===== config.mk =====
export PLATFORM = sky130hd
export DESIGN_NAME = cereal_rx
export DESIGN_NICKNAME = d
export VERILOG_FILES = /design/src/rtl/cereal_rx.sv
export SDC_FILE = /design/constraint.sdc
export NUM_CORES = 1
export LEC_CHECK = 0
export BUFFER_PORTS_ARGS = -buffer_cell sky130_fd_sc_hd__buf_2
export CAP_MARGIN = 10
export CORE_ASPECT_RATIO = 0.9
export CORE_MARGIN = 2
export CORE_UTILIZATION = 60
export DETAILED_ROUTE_END_ITERATION = 10
export GPL_ROUTABILITY_DRIVEN = 1
export PLACE_DENSITY = 0.82
export SLEW_MARGIN = 20
export SYNTH_ARGS = -nofsm -noshare
export SYNTH_HDL_FRONTEND = slang
export SYNTH_SLANG_ARGS = --single-unit

===== constraint.sdc =====
create_clock -name clk -period 5.1 [get_ports clk]
set_clock_uncertainty 0.1 [all_clocks]
set_input_delay 0.51 -clock clk [delete_from_list [all_inputs] [get_ports clk]]
set_output_delay 0.51 -clock clk [all_outputs]
set_load 0.05 [all_outputs]

===== src/rtl/cereal_rx.sv =====
// cereal_rx: oversampling 8N1 serial receiver with start/stop validation and break handling
`timescale 1ns/1ps
module cereal_rx #(
  parameter int OVERSAMPLE = 16,
  localparam int CW = $clog2(OVERSAMPLE)
) (
  input  logic       clk,
  input  logic       rst_n,
  input  logic       pulse,
  input  logic       cereal,
  output logic [7:0] data,
  output logic       valid,
  output logic       frame_err,
  output logic       busy
);
  typedef enum logic [2:0] {IDLE, START, DATA, STOP, BRK} state_t;
  state_t          state_q;
  logic [1:0]      sync_q;
  logic [CW-1:0]   tick_q;
  logic [2:0]      bit_q;
  logic [7:0]      shift_q;
  logic            rx, tick_mid, tick_last;
  assign rx        = sync_q[1];
  assign tick_mid  = tick_q == CW'(OVERSAMPLE/2 - 1);
  assign tick_last = tick_q == CW'(OVERSAMPLE - 1);
  assign busy      = state_q != IDLE;
  // Synchronise the line, then step the frame FSM once per oversample tick
  always_ff @(posedge clk or negedge rst_n) begin
    if (!rst_n) begin
      sync_q    <= 2'b11;
      state_q   <= IDLE;
      tick_q    <= '0;
      bit_q     <= '0;
      shift_q   <= '0;
      data      <= '0;
      valid     <= 1'b0;
      frame_err <= 1'b0;
    end else begin
      sync_q    <= {sync_q[0], cereal};
      valid     <= 1'b0;
      frame_err <= 1'b0;
      if (pulse) begin
        case (state_q)
          IDLE: if (!rx) begin
            state_q <= START;
            tick_q  <= '0;
          end
          START: if (tick_mid) begin
            state_q <= rx ? IDLE : DATA;
            tick_q  <= '0;
            bit_q   <= '0;
          end else tick_q <= tick_q + 1'b1;
          DATA: if (tick_last) begin
            shift_q <= {rx, shift_q[7:1]};
            tick_q  <= '0;
            bit_q   <= bit_q + 1'b1;
            if (bit_q == 3'd7) state_q <= STOP;
          end else tick_q <= tick_q + 1'b1;
          STOP: if (tick_last) begin
            tick_q <= '0;
            if (rx) begin
              data    <= shift_q;
              valid   <= 1'b1;
              state_q <= IDLE;
            end else begin
              frame_err <= 1'b1;
              state_q   <= BRK;
            end
          end else tick_q <= tick_q + 1'b1;
          BRK: if (rx) state_q <= IDLE;
          default: state_q <= IDLE;
        endcase
      end
    end
  end
endmodule


# Word level (Yosys, flattened, before mapping)
# Index checks and enable logic that the tools add are counted.
[classes]
mux = 24
n_reduce_logical = 10
n_eq_ne = 13
add_sub_neg = 2
[op_table]
columns = ["cell", "n"]
rows = [
  ["2-to-1 mux 3 bit", 9],
  ["case mux 3 bit (5 select lines)", 1],
  ["2-to-1 mux 4 bit", 3],
  ["!= test 2 bit (second input constant)", 6],
  ["case mux 4 bit (3 select lines)", 1],
  ["2-to-1 mux 1 bit", 8],
  ["AND reduction 4 bit", 2],
  ["AND reduction 7 bit", 1],
  ["equality test 3 x 2 -> 1 bit (second input constant)", 2],
  ["equality test 3 bit (second input constant)", 2],
  ["case mux 3 bit (2 select lines)", 1],
  ["AND reduction 3 bit", 2],
  ["nonzero test 3 bit", 2],
  ["adder 4 x 1 -> 4 bit (second input constant)", 1],
  ["equality test 4 x 3 -> 1 bit (second input constant)", 1],
  ["equality test 4 bit (second input constant)", 1],
  ["adder 3 x 1 -> 3 bit (second input constant)", 1],
  ["equality test 3 x 1 -> 1 bit (second input constant)", 1],
  ["zero test 3 bit", 1],
  ["2-to-1 mux 2 bit", 1],
  ["nonzero test 2 bit", 1],
  ["OR reduction 2 bit", 1],
]
[word_totals]
out_inout_bits = 11
in_bits = 4
reg_bits = 30

# Depth between registers and ports, before layout
[logic_depth]
depth_word = 4
ltp_mapped = 6

# Worst setup path after synthesis
# Ideal clock, no wire load.
[synth_timing]
path_kind = "reg2reg"
start = "register tick_q[0]"
end = "register data[0]"
path_slack_ps = 3351
setup_time_ps = 125
synth_period_minus_slack_ps = 1749
arrival_time_ps = 1524
path_stages_with_launch = 6
path_buffers = 0
path_cell_list = "dfrtp_1 -> ha_1 -> and3_2 -> nand2_2 -> nor3_4 -> mux2_2"
[synth_between]
elab_chain_len = 2
[synth_lines]
columns = ["item", "line", "text"]
rows = [
  ["start, declared", "19", "logic [CW-1:0] tick_q;"],
  ["start signal, assigned", "52", "end else tick_q <= tick_q + 1'b1;"],
  ["start signal, assigned", "58", "end else tick_q <= tick_q + 1'b1;"],
  ["start signal, assigned", "69", "end else tick_q <= tick_q + 1'b1;"],
  ["equality test 4 bit", "25", "assign tick_last = tick_q == CW'(OVERSAMPLE - 1);"],
  ["AND reduction 4 bit (no source line)", "--", ""],
  ["end signal, assigned", "62", "data <= shift_q;"],
  ["end, declared", "11", "output logic [7:0] data,"],
]
# No other way between the ends.
# A chain may end at the register's enable or synchronous reset.

# Worst setup path after layout
[layout_timing]
start = "register state_q[1]"
end = "output port busy"
[layout_between]
elab_chain_len = 1
[layout_lines]
columns = ["item", "line", "text"]
rows = [
  ["start, declared", "17", "state_t state_q;"],
  ["start signal, assigned", "49", "state_q <= rx ? IDLE : DATA;"],
  ["nonzero test 3 bit", "26", "assign busy = state_q != IDLE;"],
  ["end, declared", "14", "output logic busy"],
]
# No other way between the ends.

==> impl_summary.log <==
INFO  metric status = completed
INFO  metric synth_xor_xnor_area_share = between 1 and 1.5%
INFO  metric n_fill_cell = 167
INFO  metric overall_die_width = about 53 µm
INFO  metric post_route_worst_hold_slack = 0.105 ns
INFO  metric cts_setup_buffers = 0
INFO  metric grt_overflow = 0
INFO  metric synth-compound-area-share = about a tenth
INFO  metric synth.area.mux_share = between 10% and 20%
INFO  metric cts-buffers-inserted = 5
INFO  metric synth.distinct_cells = 28
INFO  metric synth.ff_latch_count = 30
INFO  metric power.share.switching = 36.5%
INFO  metric design.final.nets = 129
INFO  metric drt_iter0_drc = 25
INFO  metric critPathKind = reg2out
INFO  metric placer_s_final_routability_congestion_estimate = about 0.81
INFO  metric grt_start_max_net_pins = 31
INFO  metric worst_r2r_startpoint = tick_q[0]
INFO  metric synth-async-reset-ratio = between 90% and 100%
INFO  metric comb_power_share = 30.8%
INFO  metric critical_path.max_fanout = 12
INFO  metric ys.flop_type = sky130_fd_sc_hd__dfrtp_1
INFO  metric totalWireLength = roughly 2100 µm
INFO  metric final_min_period_over_clock_period = about two fifths
INFO  metric cts_tree = yes
INFO  metric synthesis.nets = between 100 and 150
INFO  metric synth_edf_count = 0
INFO  metric vdd_ir_drop_max = 379 µV
INFO  metric cts-root-buf = sky130_fd_sc_hd__clkbuf_4
INFO  metric grt_util_all_layers = between 20% and 30%
INFO  metric seq_power_share = 48.8%
INFO  metric clock_tree.htree_level_count = 2
INFO  metric antenna_cells = 0
INFO  metric synth.most_common_cell = sky130_fd_sc_hd__dfrtp_1
INFO  metric core_area = between 2000 and 2500 µm²
INFO  metric total_switching_power = ~250 µW
INFO  metric number_of_max_slew_violations_in_the_final_report = 0
INFO  metric power.internal = ~440 µW
INFO  metric grt_setup_unrepaired = no
INFO  metric cts_num_sinks = 30
INFO  metric drt_pre_antenna_iters = 4
INFO  metric clock_power_share = between 20% and 30%
INFO  metric drc = 0
INFO  metric io_pins = 15
INFO  metric drive_gt1_share = between 30% and 40%
INFO  metric cp-end-kind = primary output
INFO  metric ff2ff_setup_slack = 3.16 ns
INFO  metric r2r_end = data[7]
INFO  metric clkSlewWorstSetupHoldPaths = ~0.090 ns
INFO  metric route.detailed.wl_per_inst = about 14 µm
INFO  metric clock_path_buffers = 2
INFO  metric hpwl = ~1500 µm
INFO  metric worst_hold_path_type = in2async
INFO  metric synth_simple_gate_area_share = slightly above 10%
INFO  metric grt_pass1_vias = approximately 870
INFO  metric worst_pin_slew = around 0.64 ns
INFO  metric cap_viol_max_count = 0
INFO  metric die_height = 48.5 µm
INFO  metric buffer_ports.inserted = 14
INFO  metric clock_insertion_delay_worst_skew = between 0.3 and 0.4 ns
INFO  metric vias = about 870
INFO  metric yosysWarningCount = 0
INFO  metric post_synthesis_instance_total = between 100 and 150
INFO  metric clock.fmax = ~0.48 GHz
INFO  metric yosys-top-cells-count = sky130_fd_sc_hd__dfrtp_1, sky130_fd_sc_hd__mux2_2, sky130_fd_sc_hd__a22o_1, sky130_fd_sc_hd__o21ai_0, sky130_fd_sc_hd__nor3_1
INFO  metric floorplan.die_area = around 2600 µm²
INFO  metric slew_headroom = a little under three fifths
INFO  metric synth-adder-area-share = about 2.8%
INFO  metric finalSetupViolations = 0
INFO  metric yosys-top-cells-area = sky130_fd_sc_hd__dfrtp_1, sky130_fd_sc_hd__mux2_2, sky130_fd_sc_hd__a22o_1
INFO  metric totalNegativeSetupSlack = 0 ns
INFO  metric initial_core_util = 62.1%
INFO  metric vias_per_cell = between 5 and 6
INFO  metric synth_top_family_by_area = multiplexers
INFO  metric post_synth_instance_area = 1320 µm²
INFO  metric timing_hold_violations_final = 0
INFO  metric yosysSeqAreaShare = roughly 57%
INFO  metric ff2ff_path_depth = 5
INFO  metric wire_length_of_the_first_global_routing_pass = around 3800 µm
INFO  metric synth.avg_cell_area = about 13 µm²
INFO  metric start_kind = register
INFO  metric grt_antenna_before_repair = 0
INFO  metric placement_rows = 16
INFO  metric cp_data_required_time = 4.49 ns
INFO  metric leakagePower = 0.729 nW
INFO  metric worst-endpoint-arrival = approximately 1.5 ns
INFO  metric cts_resized = 0
INFO  metric cts_hold_repair.buffers = 0
INFO  metric areaGrowthSynthToFinish = 11.3%
INFO  metric synth_top_area_share = 53.2%
INFO  metric final.min_clock_period = 2.06 ns
INFO  metric route.antenna.remaining_nets = 0
INFO  metric synth_area_leader_cell = sky130_fd_sc_hd__dfrtp_1
INFO  metric power.density = 469 nW/µm²
## layout make-up
type                       count  area [µm²]  share of cell area, %
tap                           27        33.8                   2.30
inverter                       3        11.3                  0.768
sequential                    30         753                   51.4
timing repair buffer          14        70.1                   4.78
clock buffer                   8        58.8                   4.01
multi-input combinational     68         539                   36.8
## metal layers
metal,vias to the layer above,track usage [%],share of wire (%)
met4,0,8.55,2.1
li1,416,-,-
met2,29,29.4,45
met1,418,27.4,46
met3,8,9.57,6.6
met5,-,0,0
## through the flow
step                      power [mW]  utilization, %  area (µm²)  worst slack [ns]  cells
after floorplan                0.501               -        1320              3.35    104
after global placement         0.532            66.3        1410              3.16    142
after detailed placement       0.546            66.3        1410              3.14    142
after CTS                      0.692            69.1        1470              3.04    150
after global routing           0.741            69.1        1470              2.96    150
final                          0.688            69.1        1470              3.04    150
## kinds of logic (layout without fill, tap and decap cells)
family	after synthesis	count (layout)
mux	19	19
flops	30	30
compound gates	20	20
simple gates	24	24
buf+inv	6	25
xor+xnor	2	2
fa+ha+maj	3	3
## power by group through the flow
| stage | clock network [mW] | logic (mW) | registers (mW) |
|---|---|---|---|
| global placement | 0 | 0.198 | 0.334 |
| detailed placement | 0 | 0.209 | 0.337 |
| finish | 0.140 | 0.212 | 0.336 |
| CTS | 0.146 | 0.212 | 0.334 |
| floorplan | 0 | 0.197 | 0.305 |
| global route | 0.158 | 0.237 | 0.346 |
## cells in the final DEF (no fill, tap or decap)
master | synthesis | layout
sky130_fd_sc_hd__clkbuf_4 | 0 | 5
sky130_fd_sc_hd__nand2b_1 | 2 | 2
sky130_fd_sc_hd__dfrtp_1 | 28 | 28
sky130_fd_sc_hd__dfstp_2 | 2 | 2
sky130_fd_sc_hd__ha_1 | 3 | 3
sky130_fd_sc_hd__nor3_1 | 5 | 5
sky130_fd_sc_hd__a21oi_1 | 2 | 2
sky130_fd_sc_hd__nand3b_1 | 1 | 1
sky130_fd_sc_hd__nand3_1 | 2 | 2
sky130_fd_sc_hd__clkbuf_8 | 0 | 1
sky130_fd_sc_hd__nor2_2 | 1 | 1
sky130_fd_sc_hd__o21ai_0 | 7 | 7
sky130_fd_sc_hd__mux2_2 | 19 | 19
sky130_fd_sc_hd__o211ai_1 | 1 | 1
sky130_fd_sc_hd__a22oi_1 | 1 | 1
sky130_fd_sc_hd__xnor2_1 | 1 | 1
sky130_fd_sc_hd__nand2_1 | 4 | 4
sky130_fd_sc_hd__and3_2 | 1 | 1
sky130_fd_sc_hd__xor2_1 | 1 | 1
sky130_fd_sc_hd__buf_2 | 2 | 14
sky130_fd_sc_hd__a22o_1 | 7 | 7
sky130_fd_sc_hd__nand2_2 | 1 | 1
sky130_fd_sc_hd__a21o_1 | 1 | 1
sky130_fd_sc_hd__o21bai_1 | 1 | 1
sky130_fd_sc_hd__and3_1 | 1 | 1
sky130_fd_sc_hd__nor3_4 | 1 | 1
sky130_fd_sc_hd__nor2_1 | 4 | 4
sky130_fd_sc_hd__inv_1 | 3 | 3
sky130_fd_sc_hd__clkbuf_1 | 1 | 2
sky130_fd_sc_hd__or3_1 | 1 | 1
## worst max-delay path by stage
stage | start | endpoint | slack (ns) | cells past startpoint
3_5_place_dp | pulse | data[7] | 3.14 | 5
2_1_floorplan | tick_q[0] | data[0] | 3.35 | 5
5_1_grt | state_q[1] | busy | 2.96 | 2
4_1_cts | state_q[1] | busy | 3.04 | 2
3_3_place_gp | pulse | data[7] | 3.16 | 5
6_report | state_q[1] | busy | 3.04 | 2
## registers in the layout, summed over array words and instances, names as in the netlist
register   cells
sync_q         2
frame_err      1
tick_q         4
bit_q          3
data           8
valid          1
state_q        3
shift_q        8
## critical path, stage by stage (launching register included)
cell and delay (ns):
sky130_fd_sc_hd__dfrtp_1 0.52, sky130_fd_sc_hd__or3_1 0.40, sky130_fd_sc_hd__buf_2 0.21
Note: power is estimated with default switching activity, not from simulation.
